### config.mk
export PLATFORM = sky130hd
export DESIGN_NAME = hazard3_bus_arb2_flat
export DESIGN_NICKNAME = d
export VERILOG_FILES = /design/src/rtl/hazard3_bus_arb2_if.sv /design/src/rtl/hazard3_bus_arb2.sv /design/src/flat_wrapper.sv
export SDC_FILE = /design/constraint.sdc
export NUM_CORES = 1
export LEC_CHECK = 0
export ABC_AREA = 1
export CORE_AREA = 5 5 107 109
export CTS_CLUSTER_SIZE = 12
export DETAILED_ROUTE_END_ITERATION = 10
export DIE_AREA = 0 0 112 114
export HOLD_SLACK_MARGIN = 0.03
export PLACE_DENSITY = 0.69
export SYNTH_ARGS = -nofsm -noshare
export SYNTH_HDL_FRONTEND = slang
export SYNTH_SLANG_ARGS = --single-unit
export TNS_END_PERCENT = 10
### constraint.sdc
create_clock -name clk -period 2.5 [get_ports clk]
set_input_delay 0.5 -clock clk [delete_from_list [all_inputs] [get_ports clk]]
set_output_delay 0.5 -clock clk [all_outputs]
set_load 0.005 [all_outputs]
### src/rtl/hazard3_bus_arb2_if.sv
// Signal bundle joining the fetch frontend, the LSU, the two-master arbiter and the AHB-Lite manager port.
// slave: the arbiter's view. master: the view of the requesters and the system bus.
interface hazard3_bus_arb2_if;
  logic [31:0] f_addr;
  logic        f_size;
  logic        f_priv;
  logic        f_addr_vld;
  logic        f_addr_rdy;
  logic [31:0] f_data;
  logic        f_data_err;
  logic        f_data_vld;

  logic [31:0] l_addr;
  logic [1:0]  l_size;
  logic        l_write;
  logic        l_priv;
  logic        l_addr_vld;
  logic        l_addr_rdy;
  logic [31:0] l_wdata;
  logic [31:0] l_rdata;
  logic        l_data_err;
  logic        l_data_vld;

  logic [31:0] haddr;
  logic [1:0]  htrans;
  logic        hwrite;
  logic [2:0]  hsize;
  logic [3:0]  hprot;
  logic        hready;
  logic        hresp;
  logic [31:0] hwdata;
  logic [31:0] hrdata;

  modport slave (
    input  f_addr, f_size, f_priv, f_addr_vld,
    output f_addr_rdy, f_data, f_data_err, f_data_vld,
    input  l_addr, l_size, l_write, l_priv, l_addr_vld, l_wdata,
    output l_addr_rdy, l_rdata, l_data_err, l_data_vld,
    output haddr, htrans, hwrite, hsize, hprot, hwdata,
    input  hready, hresp, hrdata
  );

  modport master (
    output f_addr, f_size, f_priv, f_addr_vld,
    input  f_addr_rdy, f_data, f_data_err, f_data_vld,
    output l_addr, l_size, l_write, l_priv, l_addr_vld, l_wdata,
    input  l_addr_rdy, l_rdata, l_data_err, l_data_vld,
    input  haddr, htrans, hwrite, hsize, hprot, hwdata,
    output hready, hresp, hrdata
  );
endinterface

### src/rtl/hazard3_bus_arb2.sv
// Two-master AHB-Lite arbiter (fetch + LSU): locked address phase, tracked data-phase owner, response routing.
// Define HAZARD3_ARB_FAIRNESS_EN to force a fetch grant after FETCH_STARVE_LIMIT contested LSU wins.
module hazard3_bus_arb2 #(
  parameter int FETCH_STARVE_LIMIT = 4
) (
  input  logic              clk,
  input  logic              rst,
  hazard3_bus_arb2_if.slave bus
);

  typedef enum logic [1:0] {
    OWN_NONE  = 2'd0,
    OWN_FETCH = 2'd1,
    OWN_LSU   = 2'd2
  } owner_e;

  localparam logic [1:0] HTRANS_IDLE   = 2'b00;
  localparam logic [1:0] HTRANS_NONSEQ = 2'b10;
  localparam logic [3:0] STARVE_LIM    = 4'(FETCH_STARVE_LIMIT);

  owner_e aph_owner_q, aph_owner_d;
  owner_e bus_owner;
  owner_e dph_owner_q, dph_owner_d;
  logic   aph_lock_q, aph_lock_d;
  logic   force_fetch;
  logic   err_first;
  logic   f_grant;
  logic   l_grant;

  function automatic logic [2:0] fetch_hsize(input logic size_word);
    return {1'b0, size_word, ~size_word};
  endfunction

  function automatic logic [3:0] make_hprot(input logic priv, input logic data_acc);
    return {2'b00, priv, data_acc};
  endfunction

  assign err_first = bus.hresp && !bus.hready;

  always_comb begin
    aph_owner_d = OWN_NONE;
    if (aph_lock_q) begin
      aph_owner_d = aph_owner_q;
    end else if (bus.l_addr_vld && !force_fetch) begin
      aph_owner_d = OWN_LSU;
    end else if (bus.f_addr_vld) begin
      aph_owner_d = OWN_FETCH;
    end
  end

  // The first cycle of a two-cycle error response must not carry a new address phase.
  assign bus_owner = err_first ? OWN_NONE : aph_owner_d;

  always_comb begin
    bus.htrans = HTRANS_IDLE;
    bus.haddr  = '0;
    bus.hwrite = 1'b0;
    bus.hsize  = '0;
    bus.hprot  = '0;
    case (bus_owner)
      OWN_FETCH: begin
        bus.htrans = HTRANS_NONSEQ;
        bus.haddr  = bus.f_addr;
        bus.hsize  = fetch_hsize(bus.f_size);
        bus.hprot  = make_hprot(bus.f_priv, 1'b0);
      end
      OWN_LSU: begin
        bus.htrans = HTRANS_NONSEQ;
        bus.haddr  = bus.l_addr;
        bus.hwrite = bus.l_write;
        bus.hsize  = {1'b0, bus.l_size};
        bus.hprot  = make_hprot(bus.l_priv, 1'b1);
      end
      default: ;
    endcase
  end

  assign f_grant        = bus.hready && (aph_owner_d == OWN_FETCH);
  assign l_grant        = bus.hready && (aph_owner_d == OWN_LSU);
  assign bus.f_addr_rdy = f_grant;
  assign bus.l_addr_rdy = l_grant;

  // A presented NONSEQ that stalls keeps its owner so the address stays stable.
  assign aph_lock_d = !bus.hready && (bus_owner != OWN_NONE);

  always_comb begin
    dph_owner_d = dph_owner_q;
    if (bus.hready) begin
      dph_owner_d = bus_owner;
    end
  end

  always_ff @(posedge clk) begin
    if (rst) begin
      aph_owner_q <= OWN_NONE;
      aph_lock_q  <= 1'b0;
      dph_owner_q <= OWN_NONE;
    end else begin
      aph_owner_q <= aph_owner_d;
      aph_lock_q  <= aph_lock_d;
      dph_owner_q <= dph_owner_d;
    end
  end

  assign bus.f_data_vld = bus.hready && (dph_owner_q == OWN_FETCH);
  assign bus.f_data_err = bus.f_data_vld && bus.hresp;
  assign bus.f_data     = bus.hrdata;
  assign bus.l_data_vld = bus.hready && (dph_owner_q == OWN_LSU);
  assign bus.l_data_err = bus.l_data_vld && bus.hresp;
  assign bus.l_rdata    = bus.hrdata;
  assign bus.hwdata     = bus.l_wdata;

`ifdef HAZARD3_ARB_FAIRNESS_EN
  logic [3:0] starve_cnt_q, starve_cnt_d;

  always_comb begin
    starve_cnt_d = starve_cnt_q;
    if (bus.f_addr_vld && f_grant) begin
      starve_cnt_d = '0;
    end else if (bus.f_addr_vld && bus.l_addr_vld && l_grant && (starve_cnt_q != 4'hf)) begin
      starve_cnt_d = starve_cnt_q + 4'd1;
    end
  end

  always_ff @(posedge clk) begin
    if (rst) begin
      starve_cnt_q <= '0;
    end else begin
      starve_cnt_q <= starve_cnt_d;
    end
  end

  assign force_fetch = (starve_cnt_q >= STARVE_LIM);
`else
  logic cfg_unused;
  assign cfg_unused  = ^STARVE_LIM;
  assign force_fetch = 1'b0;
`endif

endmodule

### src/flat_wrapper.sv
// flat-port wrapper written by rule: the top's interface ports become plain ports
module hazard3_bus_arb2_flat 
#(
  parameter int FETCH_STARVE_LIMIT = 4
)
  (clk, rst, bus_f_addr, bus_f_size, bus_f_priv, bus_f_addr_vld, bus_f_addr_rdy, bus_f_data, bus_f_data_err, bus_f_data_vld, bus_l_addr, bus_l_size, bus_l_write, bus_l_priv, bus_l_addr_vld, bus_l_wdata, bus_l_addr_rdy, bus_l_rdata, bus_l_data_err, bus_l_data_vld, bus_haddr, bus_htrans, bus_hwrite, bus_hsize, bus_hprot, bus_hwdata, bus_hready, bus_hresp, bus_hrdata);
  hazard3_bus_arb2_if bus_i ();
  input  logic clk;
  input  logic rst;
  input wire logic [$bits(bus_i.f_addr)-1:0] bus_f_addr;
  input wire logic [$bits(bus_i.f_size)-1:0] bus_f_size;
  input wire logic [$bits(bus_i.f_priv)-1:0] bus_f_priv;
  input wire logic [$bits(bus_i.f_addr_vld)-1:0] bus_f_addr_vld;
  output wire logic [$bits(bus_i.f_addr_rdy)-1:0] bus_f_addr_rdy;
  output wire logic [$bits(bus_i.f_data)-1:0] bus_f_data;
  output wire logic [$bits(bus_i.f_data_err)-1:0] bus_f_data_err;
  output wire logic [$bits(bus_i.f_data_vld)-1:0] bus_f_data_vld;
  input wire logic [$bits(bus_i.l_addr)-1:0] bus_l_addr;
  input wire logic [$bits(bus_i.l_size)-1:0] bus_l_size;
  input wire logic [$bits(bus_i.l_write)-1:0] bus_l_write;
  input wire logic [$bits(bus_i.l_priv)-1:0] bus_l_priv;
  input wire logic [$bits(bus_i.l_addr_vld)-1:0] bus_l_addr_vld;
  input wire logic [$bits(bus_i.l_wdata)-1:0] bus_l_wdata;
  output wire logic [$bits(bus_i.l_addr_rdy)-1:0] bus_l_addr_rdy;
  output wire logic [$bits(bus_i.l_rdata)-1:0] bus_l_rdata;
  output wire logic [$bits(bus_i.l_data_err)-1:0] bus_l_data_err;
  output wire logic [$bits(bus_i.l_data_vld)-1:0] bus_l_data_vld;
  output wire logic [$bits(bus_i.haddr)-1:0] bus_haddr;
  output wire logic [$bits(bus_i.htrans)-1:0] bus_htrans;
  output wire logic [$bits(bus_i.hwrite)-1:0] bus_hwrite;
  output wire logic [$bits(bus_i.hsize)-1:0] bus_hsize;
  output wire logic [$bits(bus_i.hprot)-1:0] bus_hprot;
  output wire logic [$bits(bus_i.hwdata)-1:0] bus_hwdata;
  input wire logic [$bits(bus_i.hready)-1:0] bus_hready;
  input wire logic [$bits(bus_i.hresp)-1:0] bus_hresp;
  input wire logic [$bits(bus_i.hrdata)-1:0] bus_hrdata;
  assign bus_i.f_addr = bus_f_addr;
  assign bus_i.f_size = bus_f_size;
  assign bus_i.f_priv = bus_f_priv;
  assign bus_i.f_addr_vld = bus_f_addr_vld;
  assign bus_f_addr_rdy = bus_i.f_addr_rdy;
  assign bus_f_data = bus_i.f_data;
  assign bus_f_data_err = bus_i.f_data_err;
  assign bus_f_data_vld = bus_i.f_data_vld;
  assign bus_i.l_addr = bus_l_addr;
  assign bus_i.l_size = bus_l_size;
  assign bus_i.l_write = bus_l_write;
  assign bus_i.l_priv = bus_l_priv;
  assign bus_i.l_addr_vld = bus_l_addr_vld;
  assign bus_i.l_wdata = bus_l_wdata;
  assign bus_l_addr_rdy = bus_i.l_addr_rdy;
  assign bus_l_rdata = bus_i.l_rdata;
  assign bus_l_data_err = bus_i.l_data_err;
  assign bus_l_data_vld = bus_i.l_data_vld;
  assign bus_haddr = bus_i.haddr;
  assign bus_htrans = bus_i.htrans;
  assign bus_hwrite = bus_i.hwrite;
  assign bus_hsize = bus_i.hsize;
  assign bus_hprot = bus_i.hprot;
  assign bus_hwdata = bus_i.hwdata;
  assign bus_i.hready = bus_hready;
  assign bus_i.hresp = bus_hresp;
  assign bus_i.hrdata = bus_hrdata;
  hazard3_bus_arb2 #(.FETCH_STARVE_LIMIT(FETCH_STARVE_LIMIT)) u_core (.clk(clk), .rst(rst), .bus(bus_i));
endmodule
# [Word level (Yosys, flattened, before mapping)]
# Index checks and enable logic that the tools add are counted.
[op_classes] n_eq_ne=6 n_mux=9 n_reduce_logical=11 n_bitwise=1
[ops] op="$pmux W32 S2" n=1
[ops] op="$logic_and A1 B1 Y1" n=8
[ops] op="$mux W2" n=4
[ops] op="$pmux W2 S2" n=2
[ops] op="$eq A2 B1 Y1 const B" n=3
[ops] op="$eq A2 B2 Y1 const B" n=3
[ops] op="$mux W1" n=2
[ops] op="$reduce_bool A2 Y1" n=1
[ops] op="$reduce_or A2 Y1" n=1
[ops] op="$logic_not A1 Y1" n=1
[ops] op="$not A1 Y1" n=1
[totals] output_inout_bits=144 input_bits=140 word_cells=30 regBits=5

# [Depth between registers and ports, before layout]
[depth] depth_word=7 ltp_mapped=10 mapped_depth_nobuf=8

# [Worst setup path after synthesis]
# OpenSTA, ideal clock, no wires.
[synth_timing] path_kind="input-to-output" startpoint="input bus_hready" endpoint="output bus_haddr[18]" setup_slack_ns=0.325 n_path_buf=3 required_ns=2.000 arrival_ns=1.675 cell_stages=7 path_cell_list="buf_4 -> o21ai_1 -> inv_1 -> ha_1 -> buf_4 -> buf_2 -> a21oi_1"
[synth_between] elab_chain_len=5 elab_cells_between_ends=6 cone_classes="2 x eq/ne; 2 x mux; 2 x reduce/logical"
[synth_lines] element="start, declared" line_no="flat_wrapper.sv:34" text="input wire logic [$bits(bus_i.hready)-1:0] bus_hready;"
[synth_lines] element="$logic_not A1 Y1 (*)" line_no="hazard3_bus_arb2.sv:38" text="assign err_first = bus.hresp && !bus.hready;"
[synth_lines] element="$logic_and A1 B1 Y1 (*)" line_no="hazard3_bus_arb2.sv:38"
[synth_lines] element="$mux W2 (*)" line_no="hazard3_bus_arb2.sv:52" text="assign bus_owner = err_first ? OWN_NONE : aph_owner_d;"
[synth_lines] element="named net u_core.bus_owner[0]" line_no="hazard3_bus_arb2.sv:22" text="owner_e bus_owner;"
[synth_lines] element="$eq A2 B2 Y1 or $eq A2 B1 Y1 (tied branches)" line_no="hazard3_bus_arb2.sv:60" text="case (bus_owner)"
[synth_lines] element="$pmux W32 S2 (*)" line_no="hazard3_bus_arb2.sv:60"
[synth_lines] element="end, declared" line_no="flat_wrapper.sv:28" text="output wire logic [$bits(bus_i.haddr)-1:0] bus_haddr;"
# Mark *: on every way through the listed nets, which the timed path passes. The rest lies on a longest branch.

# [Final worst setup path]
[layout_timing] startpoint="input bus_hresp" endpoint="output bus_hsize[0]"
[layout_between] elab_chain_len=4 elab_cells_between_ends=5 cone_classes="2 x eq/ne; 2 x mux; 1 x reduce/logical"
[layout_lines] element="start, declared" line_no="flat_wrapper.sv:35" text="input wire logic [$bits(bus_i.hresp)-1:0] bus_hresp;"
[layout_lines] element="$logic_and A1 B1 Y1 (*)" line_no="hazard3_bus_arb2.sv:38"
[layout_lines] element="$mux W2 (*)" line_no="hazard3_bus_arb2.sv:52"
[layout_lines] element="named net u_core.bus_owner[1]" line_no="hazard3_bus_arb2.sv:22"
[layout_lines] element="$eq A2 B2 Y1 or $eq A2 B1 Y1 (tied branches)" line_no="hazard3_bus_arb2.sv:60"
[layout_lines] element="$pmux W2 S2 (*)" line_no="hazard3_bus_arb2.sv:60"
[layout_lines] element="end, declared" line_no="flat_wrapper.sv:31" text="output wire logic [$bits(bus_i.hsize)-1:0] bus_hsize;"
# Marked as above.

==> metrics <==
status=completed; DR WL/cell=18.4 microns; Area growth syn-to-layout=69.8%; sequential element share of the synthesized area=6.05%; root buffer cell=clkbuf_8; GRT Util Overall=12.7%; final instance area=2810 sq um; Die Ht=114 microns; ant diodes=0; Worst EP required=around 2000 ps; CP Data Arrival Time=a little under 2000 ps; maximum clock insertion buffer count=2; Peak Freq=0.407 GHz; number of cells after detailed placement=428; mux cell area share after synthesis=0%; clock sinks=5; routed vias/inst=between 3 and 4; largest net degree at the start of global routing=13; Reg clk slew, reported paths=30 ps; Hold Crit Endpoint=u_core.dph_owner_q[0]; Clk Latency, worst-skew pair=230 ps; syn avg cell area=6.15 sq um; CTS tree=yes; Area after DPL=2280 sq um; Port Buffers=roughly 120; Critical Path Start Type=primary input; r2r endpoint=u_core.aph_lock_q; CP peak stage delay=approximately 240 ps; Period Utilization, post-route=between 90% and 100%; FF-to-FF path depth=7; Worst Path Buf+Inv=6; Synth Area in Adders=3.03%; final hold slack=~570 ps; Compound-Gate Fraction of Synth Area=between 10 and 15%; Leak=1.22 nW; initial antenna violation count=0; HP Start=u_core.dph_owner_q[0]; XOR/XNOR share of the synthesized area=0%; DIE AREA=about 13000 sq um; synth warn=0; Post-DRT Antenna Nets=0; first-pass GRT wire length=12200 microns; crit path max-delay cell type=dlygate4sd2_1; final setup violation count=0; Final Hold Viols=0; power per standard cell area=298 nW/um^2; cells along the critical path=dlygate4sd2_1 -> inv_2 -> nor2_4 -> nor2_4 -> buf_6 -> ha_4 -> buf_8 -> buf_12 -> nand2_2 -> a21oi_4 -> buf_2; final wirelength=8480 microns; HPWL Detailed=4730 microns; Initial Util=15.7%; fin worst setup slack=about 43 ps; final non-filler cell total=462; Die X=112 microns; hold depth=4; routability cong.=0.787; reg-to-reg startpoint=u_core.aph_lock_q; row count=38; Distinct cells, synth=16; RSZ-0062 raised after global routing=yes; total grt overflow=0; post-layout net count=467; initial DRC count=between 50 and 60; CTS Buf Count=3; max cap viols=0; Clock H-tree levels=1; largest family of logic cells by synthesized area=buffers and inverters; pre-CTS setup slack=-678 ps; Placeable Area=roughly 11000 sq um; Mapped Cells=about 270; Worst Skew=between 1.5 and 2 ps; IO Count=284; number of global-route vias before repair=2053; Simple-Gate Fraction of Synth Area=22.2%; critical path class=in2out; Hold Path Class=reg2reg; layout cell share with drive strength beyond 1=37.3%; DRT Pass-1 Iters=4; cell family with most CP delay=buffers and inverters; Worst R2R Setup Slack=1150 ps; maximum VDD drop=0.325 mV; Pins Over Slew Limit=0; Vias=1843; Crit Path Max Fanout=6; critical path's most frequent cell=nor2_4; Synth Register Bits=5; Worst Setup End Kind=output pin; setup TNS=0 ps; Final min period=2460 ps; DR DRC count=0; Post-Syn Area=~1700 sq um
-- metrics by stage --
step / total power, W / utilization, %
after floorplan: 0.000357 / -
after global placement: 0.000467 / 21.7
after detailed placement: 0.000473 / 21.7
after CTS: 0.000855 / 26.8
after global routing: 0.000889 / 26.7
final: 0.000837 / 26.7
-- how the worst max path moves through the flow --
stage / start / end / slack [ps] / cells after the start
final: bus_hresp / bus_hsize[0] / 40 / 11
after detailed placement: bus_l_addr_vld / bus_hsize[0] / -680 / 10
after global routing: bus_hresp / bus_hsize[0] / -30 / 11
after CTS: bus_l_addr_vld / bus_haddr[11] / 3 / 12
after floorplan: bus_hready / bus_haddr[18] / 330 / 7
after global placement: bus_l_addr_vld / bus_hsize[0] / -680 / 10
-- where the power goes --
group / leakage (nW) / internal [W] / switching (W) / total (W)
Combinational: 1.16 / 0.000353 / 0.000243 / 0.000596
Clock: 0.0228 / 0.000110 / 0.0000440 / 0.000154
Sequential: 0.0413 / 0.0000853 / 0.00000251 / 0.0000878
Total: 1.22 / 0.000548 / 0.000289 / 0.000837
-- cell usage after synthesis --
cell type	count	share of area (%)
and2_4	1	0.53
nor2_1	8	1.8
buf_2	3	0.91
nor2_4	1	0.68
ha_1	4	3.0
nand2_1	78	18
nand3_1	4	1.2
a21oi_2	5	2.6
nor3_1	1	0.30
o21ai_1	1	0.30
dfxtp_1	5	6.1
buf_4	103	47
inv_1	15	3.4
buf_6	7	4.8
a21oi_1	32	9.7
conb_1	1	0.23
-- metal layers --
layer  up-vias  wire length, microns  track usage [%]
met3        43                  1030             5.36
met4         0                   466             8.01
met1       823                  3090             13.9
li1        832                     -                -
met2       145                  3890             20.5
met5         -                     0                0
-- worst min-delay path: cells and delay by family (launching register included) --
family / cells / cell delay [ps]
DFF: 1 / 300
buffers and inverters: 2 / 100
and+or+nand+nor: 1 / 70
AOI/OAI and AO/OA: 1 / 60
-- state kept, by name, indices dropped and copies added (netlist names) --
register	cells
u_core.dph_owner_q	2
u_core.aph_lock_q	1
u_core.aph_owner_q	2
-- kinds of logic (layout without fill, tap and decap cells) --
| logic type | count (synthesis) | after routing |
|---|---|---|
| fa+ha+maj | 4 | 4 |
| simple gates | 93 | 93 |
| buf+inv | 128 | 178 |
| flops | 5 | 5 |
| compound gates | 38 | 38 |
| other cells | 1 | 4 |
-- cell usage in the layout, fill, tap and decap left out --
cell and count:
a21oi_1 18, a21oi_2 17, a21oi_4 2, and2_4 1, buf_12 7, buf_16 10, buf_2 34, buf_4 15
buf_6 5, buf_8 3, clkbuf_1 1, clkbuf_2 2, clkbuf_8 3, clkdlybuf4s15_2 1, clkdlybuf4s50_1 77, conb_1 4
dfxtp_1 5, dlygate4sd2_1 4, dlymetal6s2s_1 1, ha_1 2, ha_4 2, inv_1 12, inv_2 3, nand2_1 66
nand2_2 10, nand2_4 2, nand3_1 4, nor2_1 7, nor2_4 2, nor3_1 1, o21ai_4 1
-- what timing repair did --
action | in CTS | in global routing
setup buffers | 22 | 0
pin swaps | 11 | 7
gates resized for setup | 197 | 15
setup endpoints to repair | 38 | 38
hold buffers | 0 | 0
gates cloned | 10 | 0
-- area by class of cell --
class | instances | area (sq um)
fill | 1154 | 7700
timing repair buffer | 159 | 1640
multi-input combinational | 139 | 793
tap | 140 | 175
sequential | 5 | 100
inverter | 15 | 56.3
clock buffer | 4 | 45.0
Note: power is estimated with default switching activity, not from simulation.
